[src/rtl/p3p_pkg.sv]
// Shared types and constants for the SRAM sharing path: sample word type,
// default SRAM address width and the arbiter state encoding.
package p3p_pkg;

    typedef logic signed [15:0] num;

    localparam int unsigned SRAM_AW = 21;
    localparam int unsigned NUM_W   = 16;

    localparam int unsigned ARB_SW = 2;
    typedef logic [ARB_SW-1:0] arb_state_t;

    localparam logic [1:0] ARB_IDLE  = 2'd0;
    localparam logic [1:0] ARB_ISSUE = 2'd1;
    localparam logic [1:0] ARB_WAIT  = 2'd2;

endpackage

[src/rtl/rr_pick.sv]
// Combinational round-robin picker: searches from ptr+1 (mod N) upward and
// returns the first active request as a one-hot grant plus its index.
module rr_pick #(
    parameter int unsigned N  = 3,
    parameter int unsigned PW = (N > 1) ? $clog2(N) : 1
) (
    input  logic [N-1:0]  req,
    input  logic [PW-1:0] ptr,
    output logic [N-1:0]  gnt_c,
    output logic [PW-1:0] idx_c,
    output logic          any_c
);

    logic [PW-1:0] cand;

    always_comb begin
        gnt_c = '0;
        idx_c = '0;
        any_c = 1'b0;
        cand  = '0;
        for (int unsigned k = 1; k <= N; k++) begin
            cand = PW'((32'(ptr) + k) % N);
            if (!any_c && req[cand]) begin
                any_c       = 1'b1;
                idx_c       = cand;
                gnt_c[cand] = 1'b1;
            end
        end
    end

endmodule

[src/rtl/sram_arbiter.sv]
// Shares the single SRAM controller port among NUM_REQ requesters with a
// round-robin grant, one access in flight, and an optional bounded burst lock.
module sram_arbiter
    import p3p_pkg::*;
#(
    parameter int unsigned NUM_REQ   = 3,
    parameter int unsigned AW        = SRAM_AW,
    parameter int unsigned MAX_BURST = 16
) (
    input  logic                     clk,
    input  logic                     reset,
    input  logic [NUM_REQ-1:0]       req,
    input  logic [NUM_REQ-1:0]       req_we,
    input  logic [NUM_REQ-1:0]       req_lock,
    input  logic [NUM_REQ*AW-1:0]    req_addr,
    input  logic [NUM_REQ*NUM_W-1:0] req_wdata,
    output logic [NUM_REQ-1:0]       gnt,
    output logic [NUM_REQ-1:0]       ack,
    output num                       rdata,
    input  logic                     sram_ready,
    input  logic                     sram_done,
    input  num                       sram_rdata,
    output logic [AW-1:0]            sram_addr,
    output num                       sram_wdata,
    output logic                     sram_read,
    output logic                     sram_write
);

    localparam int unsigned PW = (NUM_REQ > 1) ? $clog2(NUM_REQ) : 1;
    localparam int unsigned BW = $clog2(MAX_BURST + 1);
    localparam logic [BW-1:0] BURST_LAST = BW'(MAX_BURST - 1);

    arb_state_t          state, state_nxt;
    logic [PW-1:0]       win_idx, win_idx_nxt;
    logic [PW-1:0]       rr_ptr, rr_ptr_nxt;
    logic [BW-1:0]       burst_cnt, burst_cnt_nxt;
    logic                cmd_we, cmd_we_nxt;
    logic [NUM_REQ-1:0]  gnt_nxt, ack_nxt;
    num                  rdata_nxt;
    logic [AW-1:0]       addr_nxt;
    num                  wdata_nxt;
    logic                read_nxt, write_nxt;

    logic [NUM_REQ-1:0]  pick_gnt_c;
    logic [PW-1:0]       pick_idx_c;
    logic                pick_any_c;

    logic [PW-1:0]       ld_idx;
    logic [AW-1:0]       ld_addr;
    num                  ld_wdata;
    logic                ld_we;
    logic                strobe;
    logic                burst_more;

    rr_pick #(
        .N  (NUM_REQ),
        .PW (PW)
    ) u_pick (
        .req   (req),
        .ptr   (rr_ptr),
        .gnt_c (pick_gnt_c),
        .idx_c (pick_idx_c),
        .any_c (pick_any_c)
    );

    // Command source: fresh winner from IDLE, current owner on burst continuation
    assign ld_idx   = (state == ARB_IDLE) ? pick_idx_c : win_idx;
    assign ld_addr  = req_addr[ld_idx*AW +: AW];
    assign ld_wdata = req_wdata[ld_idx*NUM_W +: NUM_W];
    assign ld_we    = req_we[ld_idx];

    // A done coinciding with our own strobe belongs to nothing we issued
    assign strobe     = sram_read | sram_write;
    assign burst_more = req_lock[win_idx] && req[win_idx] && (burst_cnt < BURST_LAST);

    // Next-state and registered-output logic
    always_comb begin
        state_nxt     = state;
        win_idx_nxt   = win_idx;
        rr_ptr_nxt    = rr_ptr;
        burst_cnt_nxt = burst_cnt;
        cmd_we_nxt    = cmd_we;
        gnt_nxt       = gnt;
        ack_nxt       = '0;
        rdata_nxt     = rdata;
        addr_nxt      = sram_addr;
        wdata_nxt     = sram_wdata;
        read_nxt      = 1'b0;
        write_nxt     = 1'b0;

        case (state)
            ARB_IDLE: begin
                if (pick_any_c) begin
                    gnt_nxt     = pick_gnt_c;
                    win_idx_nxt = pick_idx_c;
                    addr_nxt    = ld_addr;
                    wdata_nxt   = ld_wdata;
                    cmd_we_nxt  = ld_we;
                    state_nxt   = ARB_ISSUE;
                end
            end

            ARB_ISSUE: begin
                if (sram_ready) begin
                    read_nxt  = !cmd_we;
                    write_nxt = cmd_we;
                    state_nxt = ARB_WAIT;
                end
            end

            ARB_WAIT: begin
                if (sram_done && !strobe) begin
                    ack_nxt    = gnt;
                    rr_ptr_nxt = win_idx;
                    if (!cmd_we) begin
                        rdata_nxt = sram_rdata;
                    end
                    if (burst_more) begin
                        burst_cnt_nxt = burst_cnt + 1'b1;
                        addr_nxt      = ld_addr;
                        wdata_nxt     = ld_wdata;
                        cmd_we_nxt    = ld_we;
                        state_nxt     = ARB_ISSUE;
                    end else begin
                        burst_cnt_nxt = '0;
                        gnt_nxt       = '0;
                        state_nxt     = ARB_IDLE;
                    end
                end
            end

            default: begin
                gnt_nxt       = '0;
                burst_cnt_nxt = '0;
                state_nxt     = ARB_IDLE;
            end
        endcase
    end

    always_ff @(posedge clk or posedge reset) begin
        if (reset) begin
            state      <= ARB_IDLE;
            win_idx    <= '0;
            rr_ptr     <= '0;
            burst_cnt  <= '0;
            cmd_we     <= 1'b0;
            gnt        <= '0;
            ack        <= '0;
            rdata      <= '0;
            sram_addr  <= '0;
            sram_wdata <= '0;
            sram_read  <= 1'b0;
            sram_write <= 1'b0;
        end else begin
            state      <= state_nxt;
            win_idx    <= win_idx_nxt;
            rr_ptr     <= rr_ptr_nxt;
            burst_cnt  <= burst_cnt_nxt;
            cmd_we     <= cmd_we_nxt;
            gnt        <= gnt_nxt;
            ack        <= ack_nxt;
            rdata      <= rdata_nxt;
            sram_addr  <= addr_nxt;
            sram_wdata <= wdata_nxt;
            sram_read  <= read_nxt;
            sram_write <= write_nxt;
        end
    end

endmodule

[config.mk]
export PLATFORM = sky130hd
export DESIGN_NAME = sram_arbiter
export DESIGN_NICKNAME = d
export VERILOG_FILES = /design/src/rtl/p3p_pkg.sv /design/src/rtl/rr_pick.sv /design/src/rtl/sram_arbiter.sv
export SDC_FILE = /design/constraint.sdc
export NUM_CORES = 1
export LEC_CHECK = 0
export BUFFER_PORTS_ARGS = -buffer_cell sky130_fd_sc_hd__buf_4
export CORE_AREA = 10 10 112 114
export DETAILED_ROUTE_END_ITERATION = 12
export DIE_AREA = 0 0 122 124
export GPL_TIMING_DRIVEN = 0
export PLACE_DENSITY = 0.7
export RECOVER_POWER = 50
export SKIP_CTS_REPAIR_TIMING = 1
export SYNTH_ARGS = -nofsm -noshare
export SYNTH_HDL_FRONTEND = slang
export SYNTH_SLANG_ARGS = --single-unit
[constraint.sdc]
create_clock -name clk -period 6 [get_ports clk]
set_input_delay 0.6 -clock clk [delete_from_list [all_inputs] [get_ports clk]]
set_output_delay 0.6 -clock clk [all_outputs]
set_load 0.005 [all_outputs]
; ---- Yosys cells after proc, flatten, opt, wreduce, memory -nomap -nowiden
; Index checks and enable logic that the tools add are counted.
[classes]
n_addsub = 4
n_mul = 1
div = 3
order_cmp = 9
eq_ne = 7
shifts = 2
mux = 58
bitwise_logic = 6
n_reduce_logical = 22
[op_table]
columns = operator, n
row1 = $mod A32 B2 Y32 const B, 3
row2 = $mux W21, 3
row3 = $shiftx A63 B8 Y21, 1
row4 = $mux W16, 3
row5 = $shiftx A48 B7 Y16, 1
row6 = $pmux W21 S2, 1
row7 = $pmux W16 S2, 1
row8 = $mux W3, 8
row9 = $mux W1, 20
row10 = $lt A2 B3 Y1 const B, 5
row11 = $mux W2, 7
row12 = $bmux W1 S2, 6
row13 = $mux W5, 2
row14 = $ne A2 B2 Y1 const B, 5
row15 = $pmux W5 S2, 1
row16 = $pmux W3 S3, 1
row17 = $logic_and A1 B1 Y1, 8
row18 = $reduce_and A4 Y1, 2
row19 = $mul A2 B5 Y7 const B, 1
row20 = $add A2 B2 Y3 const B, 2
row21 = $demux W1 S2, 3
row22 = $ge A2 B1 Y1 const B, 3
row23 = $or A3 B3 Y3, 2
row24 = $pmux W2 S3, 1
row25 = other kinds (14), 22
[word_totals]
register_bits = 73
out_inout_bits = 61
elab_cells = 124

; ---- Depth between registers and ports, before layout
; Gate-level depths: netlist (run 1).
[logic_depth]
depth_word = 17
ltp_mapped = 11
mapped_depth_nobuf = 8

; ---- By module
; From an unflattened synthesis (run 1), not the netlist that was laid out.
[unflattened]
cells_unflattened = 471
hier_area_um2 = 4299.1
[modules_own_cells]
columns = module, instances, cells_each, area_per_inst_um2, seq_area_each_um2
row1 = sram_arbiter, 1, 430, 4001.3, 1826.8
row2 = rr_pick, 1, 41, 297.8, 0.0

; ---- Worst setup path after synthesis (run 1)
; Ideal clock, no wire load.
[synth_timing]
path_type = reg2reg
startpoint = register rr_ptr[0]
endpoint = register sram_addr[12]
setup_time_ns = 0.073
t_arrival_ns = 2.111
t_required_ns = 5.927
setup_slack_ns = 3.816
path_stages_with_launch = 11
path_cell_list = dfrtp_1 > inv_1 > ha_1 > buf_4 > o21a_1 > a31oi_1 > o21a_1 > buf_2 > buf_4 > o221ai_2 > a2bb2oi_2
[synth_between]
elab_chain_cells = 17
[synth_lines]
columns = element, line_no
row1 = from (decl), sram_arbiter.sv:35  ; logic [PW-1:0] rr_ptr, rr_ptr_nxt;
row2 = from (signal assigned), sram_arbiter.sv:157  ; rr_ptr <= rr_ptr_nxt;
row3 = $add A2 B1 Y3, rr_pick.sv:22  ; cand = PW'((32'(ptr) + k) % N);
row4 = $mod A32 B2 Y32, rr_pick.sv:22
row5 = $bmux W1 S2, rr_pick.sv:23  ; if (!any_c && req[cand]) begin
row6 = $mux W1 (not written as such), rr_pick.sv:23
row7 = $mux W1, rr_pick.sv:23
row8 = $logic_not A1 Y1, rr_pick.sv:23
row9 = $logic_and A1 B1 Y1, rr_pick.sv:23
row10 = $mux W1, rr_pick.sv:23
row11 = $logic_not A1 Y1, rr_pick.sv:23
row12 = $logic_and A1 B1 Y1, rr_pick.sv:23
row13 = $mux W2, rr_pick.sv:23
row14 = $mux W2, sram_arbiter.sv:67  ; assign ld_idx = (state == ARB_IDLE) ? pick_idx_c : win_idx;
row15 = $mul A2 B5 Y7, sram_arbiter.sv:68  ; assign ld_addr = req_addr[ld_idx*AW +: AW];
row16 = $shiftx A63 B8 Y21, sram_arbiter.sv:68
row17 = $mux W21, sram_arbiter.sv:118  ; if (burst_more) begin
row18 = $mux W21, sram_arbiter.sv:112  ; if (sram_done && !strobe) begin
row19 = $pmux W21 S2, sram_arbiter.sv:91  ; case (state)
row20 = to (signal assigned), sram_arbiter.sv:163  ; sram_addr <= addr_nxt;
row21 = to (decl), sram_arbiter.sv:23  ; output logic [AW-1:0] sram_addr,
; Several ways; a longest one is shown, not always the timed one. The select of a mux whose other input is x is not followed.
; A chain may end at the register's enable or synchronous reset.

; ---- Final worst setup path (run 1)
[layout_timing]
startpoint = register rr_ptr[0]
endpoint = register sram_addr[0]
; The elaborated chain is that of the path after synthesis.

==> flow_summary.toml, run 1 <==
[run_status]
status = "finished clean"

[cells_and_area]
layout_commonest_cell = "buf_4"
fin_cells = 705
final_cell_mix = "179 x buf_4, 73 x dfrtp_1, 45 x a21oi_1, 21 x clkbuf_4, 20 x o221ai_2"
fin_area_um2 = 5919
seq_area_um2 = 1827
fillers = 889
area_growth_pct = 47.25
layout-drive-gt1-share_pct = 52.20
layout.nets = 709
diodes = 0
multiInputGateArea_um2 = 1981

[clock_network]
cts_tree = "built"
clock_latency_ns = 0.35
clock_sinks = 73
cts_root_buf = "clkbuf_8"
numCtsBuffers = 9
clockBufferDepth = 2
cts_max_level = 3
path_clk_slew_ns = 0.08

[sta]
fin_skew_ns = 0.01485
max_freq_mhz = 370.5
hold_slack_ns = 0.2196
tns_ns = 0
tightest_slew_ns = 0.5620
hold_violations = 0
setup_viol = 0
period_share_pct = 44.98
period_needed_ns = 2.699
drv_slew = 0
rsz0062_at_grt = "no"
slew_headroom_pct = 62.28

[placement]
placed_cell_area_um2 = 5722
numPortBuffers = 200
dp_hpwl_mm = 10.78
placedCellCount = 689
gp_congestion = 0.9548

[power_and_ir_drop]
ir_drop_mv = 0.2577
p_seq_share_pct = 23.6
power_frac_clock_pct = 11.8
comb_power_share_pct = 64.6
finalPower_uw = 3678
p_int_uw = 2085
p_switching_uw = 1593
switching_share_pct = 43.31
p_leak_uw = 0.002705
power.density_nw_per_um2 = 621.3

[setup_path]
critical_path.endpoint_type = "register"
crit_buf_inv = 3
start_kind = "register"
path_max_fanout = 10
crit_family = "compound AO/OA/AOI/OAI gates"
critPathRequiredTime_ns = 6.26
critPathSlowestCell = "clkbuf_1"
crit_type = "reg2reg"
crit_top_cell = "a21oi_1"
cp.arrival_ns = 2.96
worstPathCellList = "inv_1 > ha_1 > buf_2 > mux2i_2 > o21a_1 > a31oi_1 > a21oi_1 > clkbuf_1 > a21oi_1 > a2bb2oi_1"
r2r_slack_ns = 3.30
max_stage_delay_ns = 0.44

[global_routing]
grt_pass1_wl_mm = 20.91
antenna_found_initial = 0
gr-total-overflow = 0
grt_start_max_net_pins = 68
grt_pass1_vias = 4201
grtUsageTotal_pct = 17.35

[synth]
synth_area_um2 = 4020
syn_inst = 352
synth_flop_cell = "dfrtp_1"
yosysWarnings = 0
syn_nets = 497
synthArstFlopShare_pct = 100.0
synth_edf_count = 0
ys_seq_area_share_pct = 45.44
post_synth_num_cell_types = 46
postSynthAreaPerCell_um2 = 11.42
ys_ff_latch = 73

[die]
die_y_um = 124
pin_count = 201
core.rowCount = 37
die_area_um2 = 15130
coreArea_um2 = 10230
dieWidth_um = 122
initial_utilization_pct = 39.29

[route]
drc = 0
ant_nets = 0
drt_pass1_iterations = 4
drt_iter0_markers = 162
wl_per_cell_um = 19.61
vias = 3851
routed_wl_mm = 13.83
vias_per_cell = 5.462

[min_path]
hp-class = "in2async"

[run]
max-cap-violations = 0
## per-layer routing
metal  vias to the layer above  global-route usage [%]  share of wire [%]
met5                         -                       0                  0
met2                       179                   30.38                 51
met3                        25                   6.516                 10
met1                      1856                   18.89                 37
met4                         0                   6.110                1.9
li1                       1791                       -                  -
## cell families (layout without fill, tap and decap cells)
| group | count (synthesis) | in the layout | share of synthesized area [%] |
|---|---|---|---|
| AOI/OAI and AO/OA | 158 | 158 | 34.58 |
| DFF | 73 | 73 | 45.44 |
| and+or+nand+nor | 56 | 56 | 7.284 |
| buffers and inverters | 39 | 256 | 5.291 |
| muxes | 21 | 21 | 5.851 |
| adders and majority gates | 5 | 5 | 1.556 |
## sequential cells by signal, indices dropped and copies added, names as in the netlist
signal      flops
cmd_we          1
rdata          16
burst_cnt       5
ack             3
sram_addr      21
win_idx         2
sram_write      1
state           2
sram_read       1
rr_ptr          2
gnt             3
sram_wdata     16
## Yosys cell counts, drive strengths merged (3+ instances only)
| cell type | count | area [um2] |
|---|---|---|
| a21o | 3 | 22.52 |
| a21oi | 45 | 225.2 |
| a2bb2oi | 37 | 442.9 |
| a31oi | 3 | 18.77 |
| and2 | 3 | 18.77 |
| buf | 24 | 156.4 |
| clkbuf | 6 | 22.52 |
| dfrtp | 73 | 1827 |
| ha | 5 | 62.56 |
| inv | 9 | 33.78 |
| mux2 | 17 | 191.4 |
| mux2i | 4 | 43.79 |
| nand2 | 17 | 66.32 |
| nand2b | 3 | 18.77 |
| nand3 | 4 | 20.02 |
| nand3b | 4 | 30.03 |
| nor2 | 13 | 48.80 |
| nor2b | 3 | 18.77 |
| nor3 | 3 | 20.02 |
| o21a | 3 | 22.52 |
| o21ai | 17 | 85.08 |
| o221ai | 38 | 457.9 |
## power groups by stage
stage                     Combinational, uW  Sequential, uW  Clock (uW)
final                                  2370             868         436
after floorplan                        1610             866           0
after global routing                   2580             893         468
after CTS                              2420             869         448
after global placement                 2360             863           0
after detailed placement               2430             871           0
## layout make-up
class                      count  area share (%)
tap                          136           2.875
clock buffer                   9           2.093
clock inverter                 7           1.712
buffer                        30           3.023
timing repair buffer         201           25.39
inverter                       9          0.5918
multi-input combinational    240           33.46
sequential                    73           30.86
## per-stage QoR
stage	utilization, %	worst slack (ns)
6_report	57.86	3.301
5_1_grt	57.86	3.047
4_1_cts	58.13	3.254
3_5_place_dp	55.93	3.278
3_3_place_gp	55.63	2.639
2_1_floorplan	-	3.547
## final timing paths
path                          startpoint            to  cells after the start
max reg2reg                    rr_ptr[0]  sram_addr[0]                     10
max                            rr_ptr[0]  sram_addr[0]                     10
max in group asynchronous          reset  sram_addr[3]                      3
min in group clk           sram_rdata[0]      rdata[0]                      2
min reg2reg                       cmd_we     sram_read                      1
min                                reset      rdata[1]                      2
Power figures use the tool's default switching activity.
==> run 2, diff against run 1 <==
--- a/config.mk
+++ b/config.mk
@@ -5,12 +5,13 @@
 export SDC_FILE = /design/constraint.sdc
 export NUM_CORES = 1
 export LEC_CHECK = 0
+export ABC_AREA = 1
 export BUFFER_PORTS_ARGS = -buffer_cell sky130_fd_sc_hd__buf_4
-export CORE_AREA = 10 10 112 114
+export CORE_AREA = 10 10 119 121
 export DETAILED_ROUTE_END_ITERATION = 12
-export DIE_AREA = 0 0 122 124
+export DIE_AREA = 0 0 129 131
 export GPL_TIMING_DRIVEN = 0
-export PLACE_DENSITY = 0.7
+export PLACE_DENSITY = 0.68
 export RECOVER_POWER = 50
 export SKIP_CTS_REPAIR_TIMING = 1
 export SYNTH_ARGS = -nofsm -noshare
==> constraint.sdc (replaced) <==
create_clock -name clk -period 2.8 [get_ports clk]
set_input_delay 0.28 -clock clk [delete_from_list [all_inputs] [get_ports clk]]
set_output_delay 0.28 -clock clk [all_outputs]
set_load 0.005 [all_outputs]
==> flow_summary.toml, run 2 <==
[cells_and_area]
area_growth_pct = 42.91
final_util_pct = 56.03
reg_top3 = "sram_addr: 21 flops, rdata: 16 flops, sram_wdata: 16 flops"
largest_reg_flops = 21
layout_commonest_cell = "buf_4"
final_cell_mix = "178 x buf_4, 132 x nand3_1, 132 x nor2_1, 101 x inv_1, 74 x nand2_1"
layout.nets = 1011
layout-drive-gt1-share_pct = 31.11
registers.top_by_ff_count = "sram_addr"
diodes = 0

[route]
routed_wl_mm = 16.60
drt_pass1_iterations = 5
vias = 5001
drt_iter0_markers = 352
wl_per_cell_um = 16.30
drc = 0
vias_per_cell = 4.913
ant_nets = 0

[synth]
synthArstFlopShare_pct = 100.0
post_synth_num_cell_types = 29
ys_seq_area_share_pct = 39.45
syn_nets = 798
postSynthAreaPerCell_um2 = 7.091
synth_flop_cell = "dfrtp_1"
ys_ff_latch = 73
syn_inst = 653
synth_area_um2 = 4631
synth_top_cell_by_area = "dfrtp_1"
netlist_top_cells_count = "132 x nand3_1, 132 x nor2_1, 102 x inv_1"
yosysWarnings = 0
yosysTopAreaCellShare_pct = 39.45
synth_edf_count = 0
yosys-top-cells-area = "dfrtp_1 39%, nand3_1 14%, nor2_1 11%, inv_1 8.3%, nand2_1 6.0%"

[clock_network]
numCtsBuffers = 9
cts_tree = "built"
cts_root_buf = "clkbuf_16"
cts_max_level = 3
path_clk_slew_ns = 0.06
clock_sinks = 73
clock_latency_ns = 0.34
clockBufferDepth = 2

[power_and_ir_drop]
p_int_uw = 4687
p_switching_uw = 4223
switching_share_pct = 47.40
power.density_nw_per_um2 = 1346
p_seq_share_pct = 20.9
comb_power_share_pct = 65.0
ir_drop_mv = 0.6766
power_frac_clock_pct = 14.0
p_leak_uw = 0.003553

[sta]
fin_skew_ns = 0.006950
period_share_pct = 90.77
hold_violations = 0
tns_ns = 0
hold_slack_ns = 0.1711
period_needed_ns = 2.541
rsz0062_at_grt = "no"
slew_headroom_pct = 8.302
fin_ws_ns = 0.2585
drv_slew = 0
tightest_slew_ns = 1.368
setup_viol = 0
max_freq_mhz = 393.5

[die]
core.rowCount = 40
coreArea_um2 = 11810
die_area_um2 = 16900
dieWidth_um = 129
pin_count = 201
die_y_um = 131
initial_utilization_pct = 39.21

[global_routing]
grt_start_max_net_pins = 47
antenna_found_initial = 0
grt_pass1_vias = 5070
grt_pass1_wl_mm = 26.16
gr-total-overflow = 0
grtUsageTotal_pct = 19.44

[placement]
numPortBuffers = 200
post-place-ws_ns = 0.2918
gp_congestion = 0.8853
dp_hpwl_mm = 13.03

[setup_path]
start_kind = "register"
worstReg2RegStart = "rr_ptr[0]"
crit_type = "reg2reg"
max_stage_delay_ns = 0.37
worstPathCellList = "inv_1 > ha_1 > buf_6 > inv_4 > nand2_1 > nand3_1 > a31oi_1 > nand3_2 > nand2_1 > buf_2 > buf_4 > nand3_1 > a21oi_1"
critPathRequiredTime_ns = 3.06
critical_path.endpoint_type = "register"
crit_start = "rr_ptr[0]"
critPathSlowestCell = "dfrtp_1"
path_max_fanout = 10
cp.arrival_ns = 2.80

[run]
max-cap-violations = 0

[run_status]
status = "finished clean"

[min_path]
hp-class = "in2reg"
hold_path.startpoint = "sram_rdata[4]"
## run 2: changes by cell type in the layout (fill, tap and decap cells not counted), sizes merged, moves of 3 or more
cell,change
nor2,+120
and2,-3
nand2b,-3
a21o,-3
mux2i,-4
nand3b,-4
o221ai,-38
nand3,+132
a2bb2oi,-37
buf,+6
nor2b,-3
inv,+98
nand2,+63
a21oi,-6
## run 2: per-layer routing
| layer | wire (um) | GRT usage [%] | vias up |
|---|---|---|---|
| li1 | - | - | 2486 |
| met1 | 6884 | 23.53 | 2283 |
| met3 | 1301 | 5.359 | 24 |
| met5 | 0 | 0 | - |
| met4 | 276 | 6.756 | 0 |
| met2 | 8135 | 32.62 | 208 |
## run 2: path summary, 6_finish.rpt
path,end,slack (ns),cells after the start
min in group asynchronous,rdata[10],0.80,3
max reg2reg,cmd_we,0.26,13
max,cmd_we,0.26,13
max in group asynchronous,state[0],1.22,4
min reg2reg,burst_cnt[3],0.49,1
min,rdata[4],0.17,2
## run 2: power groups by stage
stage	Sequential [uW]	Combinational, uW	Clock [uW]
finish	1870	5790	1250
global placement	1860	5760	0
CTS	1870	5920	1270
global route	1920	6600	1320
floorplan	1860	3900	0
detailed placement	1880	5910	0
## run 2: critical path, delay by kind of cell (launching register included)
family	cells	cell delay, ns
buf+inv	5	0.75
compound gates	2	0.49
fa+ha+maj	1	0.29
flops	1	0.37
simple gates	5	0.53
## run 2: kinds of logic after synthesis
family	count (synthesis)	share of synthesized area [%]
flip-flops	73	39.45
multiplexers	16	3.891
AND/OR/NAND/NOR	353	33.45
adder cells (fa/ha/maj)	5	1.351
AO/OA/AOI/OAI	60	7.241
buffers and inverters	146	14.62
## run 2: metrics by stage
stage	instance area, um2	instances	total power, uW
final	6618	1018	8910
after global routing	6618	1018	9843
after CTS	6665	1017	9060
after detailed placement	6346	1001	7784
after global placement	6316	1000	7618
after floorplan	4631	653	5759
## run 2: final cells by class
| cell class | instances | area, um2 |
|---|---|---|
| timing repair buffer | 202 | 1483 |
| multi-input combinational | 434 | 2127 |
| fill | 1147 | 5194 |
| clock buffer | 9 | 225.2 |
| buffer | 38 | 269.0 |
| tap | 147 | 183.9 |
| inverter | 108 | 409.1 |
| sequential | 73 | 1827 |
| clock inverter | 7 | 93.84 |
